$ cat config.mk
export PLATFORM = sky130hd
export DESIGN_NAME = lc3_control_fsm
export DESIGN_NICKNAME = d
export VERILOG_FILES = /design/src/rtl/lc3_control_fsm.sv
export SDC_FILE = /design/constraint.sdc
export NUM_CORES = 1
export LEC_CHECK = 0
export CAP_MARGIN = 0
export CORE_AREA = 2 2 78 50
export CTS_CLUSTER_DIAMETER = 60
export CTS_CLUSTER_SIZE = 30
export DETAILED_ROUTE_END_ITERATION = 10
export DIE_AREA = 0 0 80 52
export PLACE_DENSITY_LB_ADDON = 0.3
export SYNTH_ARGS = -nofsm -noshare
export SYNTH_HDL_FRONTEND = slang
export SYNTH_SLANG_ARGS = --single-unit
$ cat constraint.sdc
create_clock -name clk -period 3.45 [get_ports clk]
set_input_delay 0.345 -clock clk [delete_from_list [all_inputs] [get_ports clk]]
set_output_delay 0.345 -clock clk [all_outputs]
set_load 0.05 [all_outputs]
$ cat src/rtl/lc3_control_fsm.sv
// LC-3 instruction-sequencing controller: multi-cycle FSM with MEM_LAT-cycle memory waits.
// Optional single-step mode (return to IDLE after each instruction) when LC3_STEP_EN is defined.
module lc3_control_fsm #(
    parameter int          MEM_LAT   = 2,
    parameter logic [7:0]  HALT_VECT = 8'h25
) (
    input  logic       clk,
    input  logic       rst_n,
    input  logic       start,
    input  logic [3:0] opcode_in,
    input  logic [7:0] trap_vect_in,
    output logic       fetch_start,
    output logic       ir_load,
    output logic       decode_en,
    output logic       exec_en,
    output logic       mem_en,
    output logic       mem_we,
    output logic [1:0] addr_sel,
    output logic       pc_load,
    output logic       wb_en,
    output logic       nzp_load,
    output logic       halted,
    output logic [3:0] state_out
);

    typedef enum logic [3:0] {
        S_IDLE         = 4'd0,
        S_FETCH        = 4'd1,
        S_FETCH_WAIT   = 4'd2,
        S_DECODE       = 4'd3,
        S_EXECUTE      = 4'd4,
        S_MEM_IND      = 4'd5,
        S_MEM_IND_WAIT = 4'd6,
        S_MEM          = 4'd7,
        S_MEM_WAIT     = 4'd8,
        S_WRITEBACK    = 4'd9,
        S_HALT         = 4'd10
    } state_t;

    localparam logic [3:0] OP_BR   = 4'b0000;
    localparam logic [3:0] OP_ADD  = 4'b0001;
    localparam logic [3:0] OP_LD   = 4'b0010;
    localparam logic [3:0] OP_ST   = 4'b0011;
    localparam logic [3:0] OP_JSR  = 4'b0100;
    localparam logic [3:0] OP_AND  = 4'b0101;
    localparam logic [3:0] OP_LDR  = 4'b0110;
    localparam logic [3:0] OP_STR  = 4'b0111;
    localparam logic [3:0] OP_RTI  = 4'b1000;
    localparam logic [3:0] OP_NOT  = 4'b1001;
    localparam logic [3:0] OP_LDI  = 4'b1010;
    localparam logic [3:0] OP_STI  = 4'b1011;
    localparam logic [3:0] OP_JMP  = 4'b1100;
    localparam logic [3:0] OP_RSV  = 4'b1101;
    localparam logic [3:0] OP_TRAP = 4'b1111;

    localparam logic [2:0] WAIT_INIT = 3'(MEM_LAT - 1);

`ifdef LC3_STEP_EN
    localparam state_t S_DONE = S_IDLE;
`else
    localparam state_t S_DONE = S_FETCH;
`endif

    state_t     state_reg, state_next;
    logic [2:0] cnt_reg, cnt_next;
    logic [3:0] op_reg, op_next;

    logic       fetch_start_next, ir_load_next, decode_en_next, exec_en_next;
    logic       mem_en_next, mem_we_next, pc_load_next, wb_en_next;
    logic       nzp_load_next, halted_next;
    logic [1:0] addr_sel_next;

    function automatic logic is_store(input logic [3:0] op);
        return (op == OP_ST) || (op == OP_STR) || (op == OP_STI);
    endfunction

    function automatic logic is_indirect(input logic [3:0] op);
        return (op == OP_LDI) || (op == OP_STI);
    endfunction

    // Next-state, wait counter and opcode latch.
    always_comb begin
        state_next = state_reg;
        cnt_next   = cnt_reg;
        op_next    = op_reg;
        case (state_reg)
            S_IDLE: if (start) state_next = S_FETCH;
            S_FETCH: begin
                state_next = S_FETCH_WAIT;
                cnt_next   = WAIT_INIT;
            end
            S_FETCH_WAIT: begin
                if (cnt_reg == 3'd0) state_next = S_DECODE;
                else                 cnt_next   = cnt_reg - 3'd1;
            end
            S_DECODE: begin
                op_next = opcode_in;
                // The halt vector is judged here, in the only cycle it matters.
                if ((opcode_in == OP_RSV) || (opcode_in == OP_RTI) ||
                    ((opcode_in == OP_TRAP) && (trap_vect_in == HALT_VECT)))
                    state_next = S_HALT;
                else
                    state_next = S_EXECUTE;
            end
            S_EXECUTE: begin
                case (op_reg)
                    OP_BR, OP_JMP:          state_next = S_DONE;
                    OP_JSR, OP_TRAP:        state_next = S_WRITEBACK;
                    OP_LD, OP_ST,
                    OP_LDR, OP_STR:         state_next = S_MEM;
                    OP_LDI, OP_STI:         state_next = S_MEM_IND;
                    default:                state_next = S_WRITEBACK;
                endcase
            end
            S_MEM_IND: begin
                state_next = S_MEM_IND_WAIT;
                cnt_next   = WAIT_INIT;
            end
            S_MEM_IND_WAIT: begin
                if (cnt_reg == 3'd0) state_next = S_MEM;
                else                 cnt_next   = cnt_reg - 3'd1;
            end
            S_MEM: begin
                if (is_store(op_reg)) begin
                    state_next = S_DONE;
                end else begin
                    state_next = S_MEM_WAIT;
                    cnt_next   = WAIT_INIT;
                end
            end
            S_MEM_WAIT: begin
                if (cnt_reg == 3'd0) state_next = S_WRITEBACK;
                else                 cnt_next   = cnt_reg - 3'd1;
            end
            S_WRITEBACK: state_next = S_DONE;
            S_HALT:      state_next = S_HALT;
            default:     state_next = S_IDLE;
        endcase
    end

    // Moore outputs decoded from the upcoming state so they register in step with it.
    always_comb begin
        fetch_start_next = 1'b0;
        ir_load_next     = 1'b0;
        decode_en_next   = 1'b0;
        exec_en_next     = 1'b0;
        mem_en_next      = 1'b0;
        mem_we_next      = 1'b0;
        addr_sel_next    = 2'b00;
        pc_load_next     = 1'b0;
        wb_en_next       = 1'b0;
        nzp_load_next    = 1'b0;
        halted_next      = 1'b0;
        case (state_next)
            S_FETCH: begin
                fetch_start_next = 1'b1;
                mem_en_next      = 1'b1;
            end
            S_FETCH_WAIT: ir_load_next = (cnt_next == 3'd0);
            S_DECODE:     decode_en_next = 1'b1;
            S_EXECUTE: begin
                exec_en_next = 1'b1;
                pc_load_next = (op_next == OP_BR) || (op_next == OP_JMP) ||
                               (op_next == OP_JSR) || (op_next == OP_TRAP);
            end
            S_MEM_IND: begin
                mem_en_next   = 1'b1;
                addr_sel_next = 2'b01;
            end
            S_MEM: begin
                mem_en_next   = 1'b1;
                mem_we_next   = is_store(op_next);
                addr_sel_next = is_indirect(op_next) ? 2'b10 : 2'b01;
            end
            S_WRITEBACK: begin
                wb_en_next    = 1'b1;
                nzp_load_next = (op_next == OP_ADD) || (op_next == OP_AND) ||
                                (op_next == OP_NOT) || (op_next == OP_LD)  ||
                                (op_next == OP_LDR) || (op_next == OP_LDI);
            end
            S_HALT:  halted_next = 1'b1;
            default: ;
        endcase
    end

    always_ff @(posedge clk) begin
        if (!rst_n) begin
            state_reg   <= S_IDLE;
            cnt_reg     <= 3'd0;
            op_reg      <= 4'd0;
            fetch_start <= 1'b0;
            ir_load     <= 1'b0;
            decode_en   <= 1'b0;
            exec_en     <= 1'b0;
            mem_en      <= 1'b0;
            mem_we      <= 1'b0;
            addr_sel    <= 2'b00;
            pc_load     <= 1'b0;
            wb_en       <= 1'b0;
            nzp_load    <= 1'b0;
            halted      <= 1'b0;
        end else begin
            state_reg   <= state_next;
            cnt_reg     <= cnt_next;
            op_reg      <= op_next;
            fetch_start <= fetch_start_next;
            ir_load     <= ir_load_next;
            decode_en   <= decode_en_next;
            exec_en     <= exec_en_next;
            mem_en      <= mem_en_next;
            mem_we      <= mem_we_next;
            addr_sel    <= addr_sel_next;
            pc_load     <= pc_load_next;
            wb_en       <= wb_en_next;
            nzp_load    <= nzp_load_next;
            halted      <= halted_next;
        end
    end

    assign state_out = state_reg;

endmodule
==> Flow_metrics.wiki, run 1 <==
{| class="wikitable"
! Metric !! Value
|-
| Mapped Avg Cell Area || 9.44 um^2
|-
| Ant. Diodes || 0
|-
| Slew of the pin with the lowest slew margin || 0.649 ns
|-
| Area of all placed cells without fillers || 1750 um^2
|-
| PnR worst setup slack || 0.904 ns
|-
| Share of cells above drive strength 1 || 11.6%
|-
| Mean number of vias per cell || 5.17
|-
| Crit path DAT || 2.75 ns
|-
| Max IR drop VDD || 0.200 mV
|-
| Most used flip-flop cell after synthesis || sky130_fd_sc_hd__dfxtp_1
|-
| Type of element launching the critical path || flip-flop
|-
| Initial standard-cell utilization of the core || 39.2%
|-
| RSZ-0062 raised after global routing || false
|-
| Fraction of the cycle the final worst path needs || 73.8%
|-
| Number of setup violations in the final report || 0
|-
| Power Density || 404 nW/um^2
|-
| Hold slack || 0.617 ns
|-
| Hold violation count in the final report || 0
|-
| Total of max-cap violations || 0
|-
| Ys async rst share || 0%
|-
| Largest net degree at the start of global routing || 16
|-
| Share of the synthesized area in the top cell type || 38.0%
|-
| Final routed wire length divided by cell count || 13.6 um
|-
| Worst-case clock buffer depth || 2
|-
| Minimum period implied by the final worst setup slack || 2.55 ns
|-
| Most used standard cell by instance count after synthesis || sky130_fd_sc_hd__dfxtp_1
|-
| Wire length of the first global-routing pass || 4.91 mm
|-
| Synth Warn # || 0
|-
| CTS resizes || 0
|-
| Via count || 1138
|-
| Largest cells by area after synthesis || sky130_fd_sc_hd__dfxtp_1, sky130_fd_sc_hd__nor4b_2, sky130_fd_sc_hd__nor2_1
|-
| Horizontal extent of the die || 80 um
|-
| Die Outline Area || 4160 um^2
|-
| Share of synthesized area occupied by flip-flops and latches || 38.0%
|-
| Pre-CTS setup slack || 0.935 ns
|-
| Library cells used by synthesis || 49
|-
| Vertical die dimension || 52 um
|-
| Placement row count || 17
|-
| Rel. slew slack || 56.7%
|-
| Fmax || 393 MHz
|-
| Critical path data required time || 3.66 ns
|-
| DRC violation count after routing || 0
|-
| Clock Sinks || 26
|-
| Mapped Nets || 162
|-
| Count of H-tree levels built during CTS || 1
|-
| Final number of max-transition violations || 0
|-
| Clock tree from TritonCTS || yes
|-
| Master cell of the clock root buffer || sky130_fd_sc_hd__clkbuf_8
|-
| Top fanout value on the critical path || 15
|-
| Number of buffers added by the clock tree synthesis step || 3
|-
| Post-CTS Hold Buffers || 0
|-
| Later-pin clock latency in the skew report || 0.27 ns
|-
| Commonest cells in the netlist || sky130_fd_sc_hd__dfxtp_1, sky130_fd_sc_hd__nor2_1, sky130_fd_sc_hd__nand2_1
|-
| Post-Synthesis Cell Area || 1370 um^2
|-
| Overall overflow remaining after global route || 0
|-
| Area Growth Syn to Fin || 27.7%
|-
| Clock tree skew after final layout || 0.000949 ns
|-
| Fin Setup TNS || 0 ns
|-
| Top cell type by total area after synthesis || sky130_fd_sc_hd__dfxtp_1
|-
| Antenna Nets Post-Route || 0
|-
| Initial antenna violation count || 0
|-
| Cells after synthesis || 145
|-
| Register clock-pin slew on the reported worst setup and hold paths || 0.08 ns
|-
| HPWL after detailed placement || 2.31 mm
|-
| Final net count || 191
|-
| Core area || 3490 um^2
|-
| Total length of routed wires || 2.99 mm
|-
| Port Buf Inserts || 30
|-
| Global placement routability congestion || 0.797
|-
| WS Path Type || reg -> reg
|-
| Result of the run || finished clean
|-
| Initial DRT Pass Iterations || 4
|-
| Placed inst area || 1690 um^2
|-
| Nature of the critical path endpoint || flip-flop
|-
| Number of synthesized flops with an enable pin || 0
|-
| Lkg Pwr || 0.619 nW
|-
| Number of violations reported at the end of detailed-routing iteration 0 || 60
|-
| Number of buffers inserted by post-CTS setup repair || 0
|-
| Number of top-level pins || 31
|-
| Global Route Usage Sum || 15.5%
|-
| Class of the tightest hold or removal check || reg -> reg
|-
| Number of global-route vias before repair || 1010
|-
| Seq cells post-synth || 26
|}
## logic make-up after synthesis
logic type	Yosys count	share of synthesized area, %
AND/OR/NAND/NOR	66	32.4
AO/OA/AOI/OAI	27	14.2
flip-flops	26	38.0
buffers and inverters	12	4.20
multiplexers	8	6.86
XOR/XNOR	4	2.56
adder cells (fa/ha/maj)	2	1.83
## routing by layer
layer | part of all wire (%) | vias up | track usage, %
li1 | - | 577 | -
met1 | 48 | 517 | 22.2
met2 | 43 | 42 | 23.6
met3 | 7.5 | 2 | 3.65
met4 | 0.64 | 0 | 3.39
met5 | 0 | - | 0
## power breakdown
group	total (mW)	internal (mW)	switching, mW
clock	0.197	0.102	0.0944
combinational	0.176	0.0768	0.0991
sequential	0.334	0.315	0.0189
## worst paths after layout
check | start | endpoint | slack (ns) | depth (start not counted)
setup / recovery | state_out[0] | mem_we | 0.90 | 5
hold / removal | cnt_reg[0] | cnt_reg[0] | 0.62 | 2
setup reg to reg | state_out[0] | mem_we | 0.90 | 5
hold reg to reg | cnt_reg[0] | cnt_reg[0] | 0.62 | 2
## layout make-up
class	count	area, um^2
well taps	47	58.8
inverters	6	22.5
clock buffers	4	55.1
repair buffers	30	300
fillers	337	1740
flip-flops and latches	26	520
multi-input cells	107	791
## metrics by stage
stage | util, % | instances | total power, mW
after floorplan | - | 145 | 0.460
after global placement | 48.5 | 216 | 0.514
after detailed placement | 48.5 | 216 | 0.516
after CTS | 50.1 | 220 | 0.713
after global routing | 50.1 | 220 | 0.737
final | 50.1 | 220 | 0.706
## worst max-delay path, cell delays in order, from the launching register on
cell and delay (ns):
sky130_fd_sc_hd__dfxtp_1 0.67, sky130_fd_sc_hd__nor4bb_4 0.64, sky130_fd_sc_hd__mux2i_2 0.39, sky130_fd_sc_hd__nor2_1 0.14
sky130_fd_sc_hd__or4_1 0.53, sky130_fd_sc_hd__nor3_2 0.10
## cells in the final DEF, fill, tap and decap left out, types with 3 or more instances in the layout
cell                               n
sky130_fd_sc_hd__inv_1             6
sky130_fd_sc_hd__mux2i_1           4
sky130_fd_sc_hd__a21oi_1           4
sky130_fd_sc_hd__nand2b_1          5
sky130_fd_sc_hd__clkbuf_8          4
sky130_fd_sc_hd__nand2_1          10
sky130_fd_sc_hd__o21ai_1           3
sky130_fd_sc_hd__o21ai_0           4
sky130_fd_sc_hd__nor2_1           11
sky130_fd_sc_hd__nor4b_2           3
sky130_fd_sc_hd__xnor2_1           3
sky130_fd_sc_hd__dfxtp_1          26
sky130_fd_sc_hd__clkdlybuf4s50_1  30
sky130_fd_sc_hd__nor3b_1           5
sky130_fd_sc_hd__and2_1            6
sky130_fd_sc_hd__nand3_1           4
sky130_fd_sc_hd__nor3_1            5
Power figures use the tool's default switching activity.
==> inputs of run 2 (changes only) <==
clock period = 2.5 ns   (was 3.45 ns; I/O delays follow)
==> run 2 against run 1 <==
Net effect:
- utilization increased by 1.5 points
- total power increased by 51%
- first-iteration DRC count increased by 38%
- final area increased by 3.1%
- non-clock buffer count increased by 5
- sequential power increased by 33%
- maximum frequency increased by 9.3%
- clock-buffer cell count decreased by 1
- die area unchanged
- register-to-register slack got worse by 0.73 ns
- wire length increased by 11%
- worst hold slack improved by 0.0031 ns
- largest cell class unchanged
- highest routed layer unchanged
==> Flow_metrics.wiki, run 2 (same netlist as run 1, synthesis figures left out) <==
{| class="wikitable"
! Metric !! Value
|-
| Source of the critical timing path || state_out[3]
|-
| Global placement routability congestion || 0.907 (+14%)
|-
| Crit path DAT || 2.54 ns (-0.21 ns)
|-
| Count of H-tree levels built during CTS || 1 (unchanged)
|-
| Critical path data required time || 2.71 ns (-0.95 ns)
|-
| Die Outline Area || 4160 um^2 (unchanged)
|-
| Fraction of the cycle the final worst path needs || 93.1% (+19 points)
|-
| Result of the run || finished clean
|-
| Total length of routed wires || 3.31 mm (+11%)
|-
| Clock tree skew after final layout || 0.00735 ns (+0.00641 ns)
|-
| Core area || 3490 um^2 (unchanged)
|-
| Ant. Diodes || 0 (unchanged)
|-
| Initial DRT Pass Iterations || 4 (unchanged)
|-
| Share of cells above drive strength 1 || 14.0% (+2.5 points)
|-
| Pre-CTS setup slack || 0.192 ns (-0.743 ns)
|-
| Later-pin clock latency in the skew report || 0.27 ns (about the same)
|-
| Most common library cell in the layout ignoring fill and taps || sky130_fd_sc_hd__clkdlybuf4s50_1
|-
| Clock Sinks || 26 (unchanged)
|-
| Antenna Nets Post-Route || 0 (unchanged)
|-
| Final net count || 196 (+2.6%)
|-
| Final routed wire length divided by cell count || 14.7 um (+8.4%)
|-
| Hold violation count in the final report || 0 (unchanged)
|-
| Lkg Pwr || 0.652 nW (+5.3%)
|-
| Master cell of the clock root buffer || sky130_fd_sc_hd__clkbuf_8
|-
| Nature of the critical path endpoint || flip-flop
|-
| Placement row count || 17 (unchanged)
|-
| Commonest cells after routing, fill and taps aside || sky130_fd_sc_hd__clkdlybuf4s50_1, sky130_fd_sc_hd__dfxtp_1, sky130_fd_sc_hd__nor2_1
|-
| Area Growth Syn to Fin || 31.6%
|-
| Overall overflow remaining after global route || 0 (unchanged)
|-
| HPWL after detailed placement || 2.63 mm (+14%)
|-
| Minimum period implied by the final worst setup slack || 2.33 ns (-0.217 ns)
|-
| Critical Path Sink || mem_we
|-
| DRC violation count after routing || 0 (unchanged)
|-
| Rel. slew slack || 65.3% (+8.6 points)
|-
| RSZ-0062 raised after global routing || false
|-
| Cell total after placement || 221 (+2.3%)
|-
| WS Path Type || reg -> reg
|-
| Initial standard-cell utilization of the core || 39.2% (unchanged)
|-
| Mean number of vias per cell || 5.33 (+3.0%)
|-
| Port Buf Inserts || 30 (unchanged)
|-
| Class of the tightest hold or removal check || reg -> reg
|-
| Final Power || 1.06 mW (+51%)
|-
| PnR worst setup slack || 0.171 ns (-0.733 ns)
|-
| Share of total power in the clock network || 32.7% (+4.9 points)
|-
| Number of violations reported at the end of detailed-routing iteration 0 || 83 (+38%)
|-
| Clock tree from TritonCTS || yes
|-
| Fin Setup TNS || 0 ns (unchanged)
|-
| Number of global-route vias before repair || 1089 (+7.8%)
|-
| Type of element launching the critical path || flip-flop
|-
| Pint || 762 uW (+54%)
|-
| Top fanout value on the critical path || 14 (-1)
|-
| Via count || 1199 (+5.4%)
|-
| RR Startpoint || state_out[3]
|-
| Power Density || 591 nW/um^2 (+46%)
|-
| Switching power || 303 uW (+42%)
|-
| Wire length of the first global-routing pass || 5.31 mm (+8.3%)
|-
| Total of max-cap violations || 0 (unchanged)
|-
| Number of top-level pins || 31 (unchanged)
|-
| Vertical die dimension || 52 um (unchanged)
|-
| Final number of max-transition violations || 0 (unchanged)
|-
| Horizontal extent of the die || 80 um (unchanged)
|-
| Max IR drop VDD || 0.243 mV (+21%)
|-
| Switching part of the total power || 28.4% (-1.7 points)
|-
| Largest net degree at the start of global routing || 16 (unchanged)
|-
| R2R setup slack || 0.17 ns (-0.73 ns)
|-
| Number of buffers inserted by post-CTS setup repair || 0 (unchanged)
|-
| Sequential power share || 41.8% (-5.4 points)
|-
| Initial antenna violation count || 0 (unchanged)
|-
| Post-Layout Cell Count || 225 (+2.3%)
|-
| Fmax || 429 MHz (+9.3%)
|-
| CTS resizes || 0 (unchanged)
|-
| Register clock-pin slew on the reported worst setup and hold paths || 0.09 ns (about the same)
|-
| Number of setup violations in the final report || 0 (unchanged)
|-
| Number of buffers added by the clock tree synthesis step || 3 (unchanged)
|-
| Worst Reg-to-Reg Cells || 5 (unchanged)
|-
| Global Route Usage Sum || 17.0% (+1.6 points)
|-
| Worst-case clock buffer depth || 2 (unchanged)
|-
| Worst R2R End || mem_we
|-
| Share of total power in combinational logic || 25.5% (+0.6 points)
|-
| Post-CTS Hold Buffers || 0 (unchanged)
|-
| Slew of the pin with the lowest slew margin || 0.507 ns (-0.142 ns)
|}
run 2: worst min path at each step:
stage	from	endpoint	cells past startpoint
2_1_floorplan	rst_n	exec_en	2
3_3_place_gp	cnt_reg[0]	cnt_reg[0]	2
3_5_place_dp	cnt_reg[0]	cnt_reg[0]	2
4_1_cts	cnt_reg[0]	cnt_reg[0]	2
5_1_grt	cnt_reg[0]	cnt_reg[0]	2
6_report	cnt_reg[1]	cnt_reg[1]	3
run 2: power by group through the flow:
| stage | logic (mW) | clock network (mW) | registers, mW |
|---|---|---|---|
| floorplan | 0.134 | 0 | 0.501 |
| global placement | 0.264 | 0 | 0.454 |
| detailed placement | 0.268 | 0 | 0.455 |
| CTS | 0.269 | 0.354 | 0.446 |
| global route | 0.292 | 0.374 | 0.447 |
| finish | 0.271 | 0.349 | 0.445 |
run 2: per-layer routing:
| layer | up-vias | share of wire [%] | GRT usage [%] |
|---|---|---|---|
| met5 | - | 0 | 0 |
| met4 | 0 | 0.51 | 4.52 |
| met3 | 2 | 7.4 | 4.51 |
| met2 | 54 | 45 | 25.6 |
| met1 | 552 | 47 | 24.2 |
| li1 | 591 | - | - |
run 2: cell type report:
cell class | count | area [um^2]
Tap cell | 47 | 58.8
Fill cell | 334 | 1690
Sequential cell | 26 | 520
Timing Repair Buffer | 35 | 338
Multi-Input combinational cell | 107 | 791
Clock buffer | 3 | 41.3
Clock inverter | 1 | 30.0
Inverter | 6 | 22.5
run 2: stage by stage:
step	hold slack [ns]	utilization (%)	area, um^2
6_report	0.620	51.6	1800
5_1_grt	0.652	51.6	1800
4_1_cts	0.620	51.6	1800
3_5_place_dp	0.591	49.6	1730
3_3_place_gp	0.588	49.6	1730
2_1_floorplan	0.403	-	1370
run 2: critical path, cell delays in order (launching register included):
cell and delay [ns]:
sky130_fd_sc_hd__dfxtp_1 0.47, sky130_fd_sc_hd__nor4bb_4 0.55, sky130_fd_sc_hd__mux2i_2 0.41, sky130_fd_sc_hd__nor2_1 0.14, sky130_fd_sc_hd__or4_1 0.57, sky130_fd_sc_hd__nor3_2 0.12
==> inputs of run 3 (changes only) <==
CAP_MARGIN = 10   (was 0)
CELL_PAD_IN_SITES_DETAIL_PLACEMENT = 0   (was not set)
CELL_PAD_IN_SITES_GLOBAL_PLACEMENT = 1   (was not set)
CORE_AREA = 2 2 82 53   (was 2 2 78 50)
DIE_AREA = 0 0 84 55   (was 0 0 80 52)
SKIP_CTS_REPAIR_TIMING = 1   (was not set)
==> run 3 against run 2 <==
Net effect:
- via count fell by 2.0%
- sequential power barely moved
- worst setup slack improved by 0.22 ns
- wire length fell by 0.51%
- global-route usage fell by 2.0 points
- clock power rose by 1%
- sequential share of layout area fell by 0.18 points
- cell count rose by 1.8%
- maximum frequency rose by 10%
- clock-buffer cell count did not move
- die area rose by 11%
- flip-flop and latch count did not move
- highest routed layer unchanged
==> Flow_metrics.wiki, run 3 (same netlist as run 1, synthesis figures left out) <==
{| class="wikitable"
! Metric !! Value
|-
| Fin Setup TNS || 0 ns (unchanged)
|-
| Top fanout value on the critical path || 7 (-7)
|-
| PnR worst setup slack || 0.393 ns (+0.221 ns)
|-
| Largest net degree at the start of global routing || 16 (unchanged)
|-
| Clock tree from TritonCTS || yes
|-
| Mean number of vias per cell || 5.13 (-3.7%)
|-
| RSZ-0062 raised after global routing || false
|-
| Family with the most delay on the worst path || multiplexers
|-
| Number of top-level pins || 31 (unchanged)
|-
| Lkg Pwr || 0.657 nW (+0.84%)
|-
| Fraction of the cycle the final worst path needs || 84.3% (-8.9 points)
|-
| Antenna Nets Post-Route || 0 (unchanged)
|-
| Number of setup violations in the final report || 0 (unchanged)
|-
| Core area || 3900 um^2 (+12%)
|-
| Initial standard-cell utilization of the core || 35.1% (-4.1 points)
|-
| Clock Sinks || 26 (unchanged)
|-
| Total length of routed wires || 3.30 mm (-0.51%)
|-
| Fill cell total of the finished layout || 373 (+12%)
|-
| Global placement routability congestion || 0.842 (-7.2%)
|-
| Worst Reg-to-Reg Cells || 6 (+1)
|-
| Class of the tightest hold or removal check || reg -> reg
|-
| Hold violation count in the final report || 0 (unchanged)
|-
| Max IR drop VDD || 0.234 mV (-3.8%)
|-
| Final number of max-transition violations || 0 (unchanged)
|-
| Number of violations reported at the end of detailed-routing iteration 0 || 98 (+18%)
|-
| Via count || 1175 (-2.0%)
|-
| Nature of the critical path endpoint || flip-flop
|-
| Hold slack || 0.617 ns (-0.00306 ns)
|-
| HPWL after detailed placement || 2.62 mm (-0.22%)
|-
| Pre-CTS setup slack || 0.228 ns (+0.0357 ns)
|-
| Slew of the pin with the lowest slew margin || 0.571 ns (+0.0646 ns)
|-
| Initial DRT Pass Iterations || 4 (unchanged)
|-
| Placement row count || 18 (+1)
|-
| Clock tree skew after final layout || 0.00121 ns (-0.00614 ns)
|-
| Most common library cell in the layout ignoring fill and taps || sky130_fd_sc_hd__clkdlybuf4s50_1
|-
| Register clock-pin slew on the reported worst setup and hold paths || 0.09 ns (about the same)
|-
| Final routed wire length divided by cell count || 14.4 um (-2.3%)
|-
| Master cell of the clock root buffer || sky130_fd_sc_hd__clkbuf_8
|-
| Power Density || 590 nW/um^2 (-0.20%)
|-
| Final Power || 1.07 mW (+0.42%)
|-
| Fmax || 475 MHz (+10%)
|-
| Final net count || 197 (+0.51%)
|-
| Share of cells above drive strength 1 || 14.5% (+0.48 points)
|-
| Count of buffering cells on the critical path with inverters included || 1 (+1)
|-
| Horizontal extent of the die || 84 um (+5.0%)
|-
| Cell total after placement || 225 (+1.8%)
|-
| Delay contributed by the slowest stage of the critical path || 0.53 ns (-0.04 ns)
|-
| Crit path DAT || 2.28 ns (-0.26 ns)
|-
| Commonest cells after routing, fill and taps aside || sky130_fd_sc_hd__clkdlybuf4s50_1, sky130_fd_sc_hd__dfxtp_1, sky130_fd_sc_hd__nor2_1
|-
| Post-Layout Cell Count || 229 (+1.8%)
|-
| Worst-case clock buffer depth || 2 (unchanged)
|-
| Hold-critical path depth || 2 (-1)
|-
| Initial antenna violation count || 0 (unchanged)
|-
| Type of element launching the critical path || flip-flop
|-
| Ant. Diodes || 0 (unchanged)
|-
| DRC violation count after routing || 0 (unchanged)
|-
| Later-pin clock latency in the skew report || 0.27 ns (about the same)
|-
| Die Outline Area || 4620 um^2 (+11%)
|-
| Overall overflow remaining after global route || 0 (unchanged)
|-
| Count of H-tree levels built during CTS || 1 (unchanged)
|-
| Global Route Usage Sum || 15.0% (-2.0 points)
|-
| Vertical die dimension || 55 um (+5.8%)
|-
| Total number of cells along the worst setup path || 6 (+1)
|-
| Minimum period implied by the final worst setup slack || 2.11 ns (-0.221 ns)
|-
| Port Buf Inserts || 30 (unchanged)
|-
| Wire length of the first global-routing pass || 5.23 mm (-1.6%)
|-
| Number of buffers added by the clock tree synthesis step || 3 (unchanged)
|-
| Result of the run || finished clean
|-
| Area Growth Syn to Fin || 32.4%
|-
| Rel. slew slack || 60.8% (-4.4 points)
|-
| Worst-path cell with the longest stage delay || sky130_fd_sc_hd__mux2i_1
|-
| Number of global-route vias before repair || 1078 (-1.0%)
|-
| Total of max-cap violations || 0 (unchanged)
|-
| WS Path Type || reg -> reg
|-
| List of cells traversed by the critical path || nor4bb_4 -> buf_4 -> mux2i_1 -> o21ai_0 -> a22oi_1 -> nor2b_1
|-
| Critical path data required time || 2.67 ns (-0.04 ns)
|}
-- run 3: cell count changes in the layout (fill, tap and decap cells not counted) --
cell                    change
sky130_fd_sc_hd__buf_4      +1
-- run 3: cell type report --
cell class / instances / area (um^2) / area share [%]
Tap cell: 50 / 62.6 / 3.45
Multi-Input combinational cell: 107 / 791 / 43.6
Sequential cell: 26 / 520 / 28.7
Inverter: 6 / 22.5 / 1.24
Clock inverter: 1 / 30.0 / 1.66
Clock buffer: 3 / 41.3 / 2.28
Timing Repair Buffer: 36 / 345 / 19.0
-- run 3: power breakdown --
| part | switching [mW] | leakage (nW) | internal [mW] |
|---|---|---|---|
| clock | 0.140 | 0.0357 | 0.214 |
| combinational | 0.156 | 0.411 | 0.114 |
| sequential | 0.0103 | 0.211 | 0.434 |
-- run 3: worst paths after layout --
check                     from    endpoint  slack (ns)
hold / removal      cnt_reg[0]  cnt_reg[0]        0.62
setup / recovery  state_out[1]   flip-flop        0.39
setup reg to reg  state_out[1]   flip-flop        0.39
hold reg to reg     cnt_reg[0]  cnt_reg[0]        0.62
-- run 3: through the flow --
step,instance area (um^2),util (%)
2_1_floorplan,1370,-
3_3_place_gp,1740,44.7
3_5_place_dp,1740,44.7
4_1_cts,1810,46.5
5_1_grt,1810,46.5
6_report,1810,46.5
-- run 3: tightest hold or removal path: cells and delay by family (launching register included) --
family	cells	cell delay (ns)
compound gates	1	0.10
flops	1	0.34
xor+xnor	1	0.15
-- run 3: per-layer routing --
metal,routed length (um),track usage [%],vias to the layer above
met5,0,0,-
met4,22,4.84,0
met3,185,3.71,5
met2,1440,23.9,33
met1,1650,20.6,550
li1,-,-,587
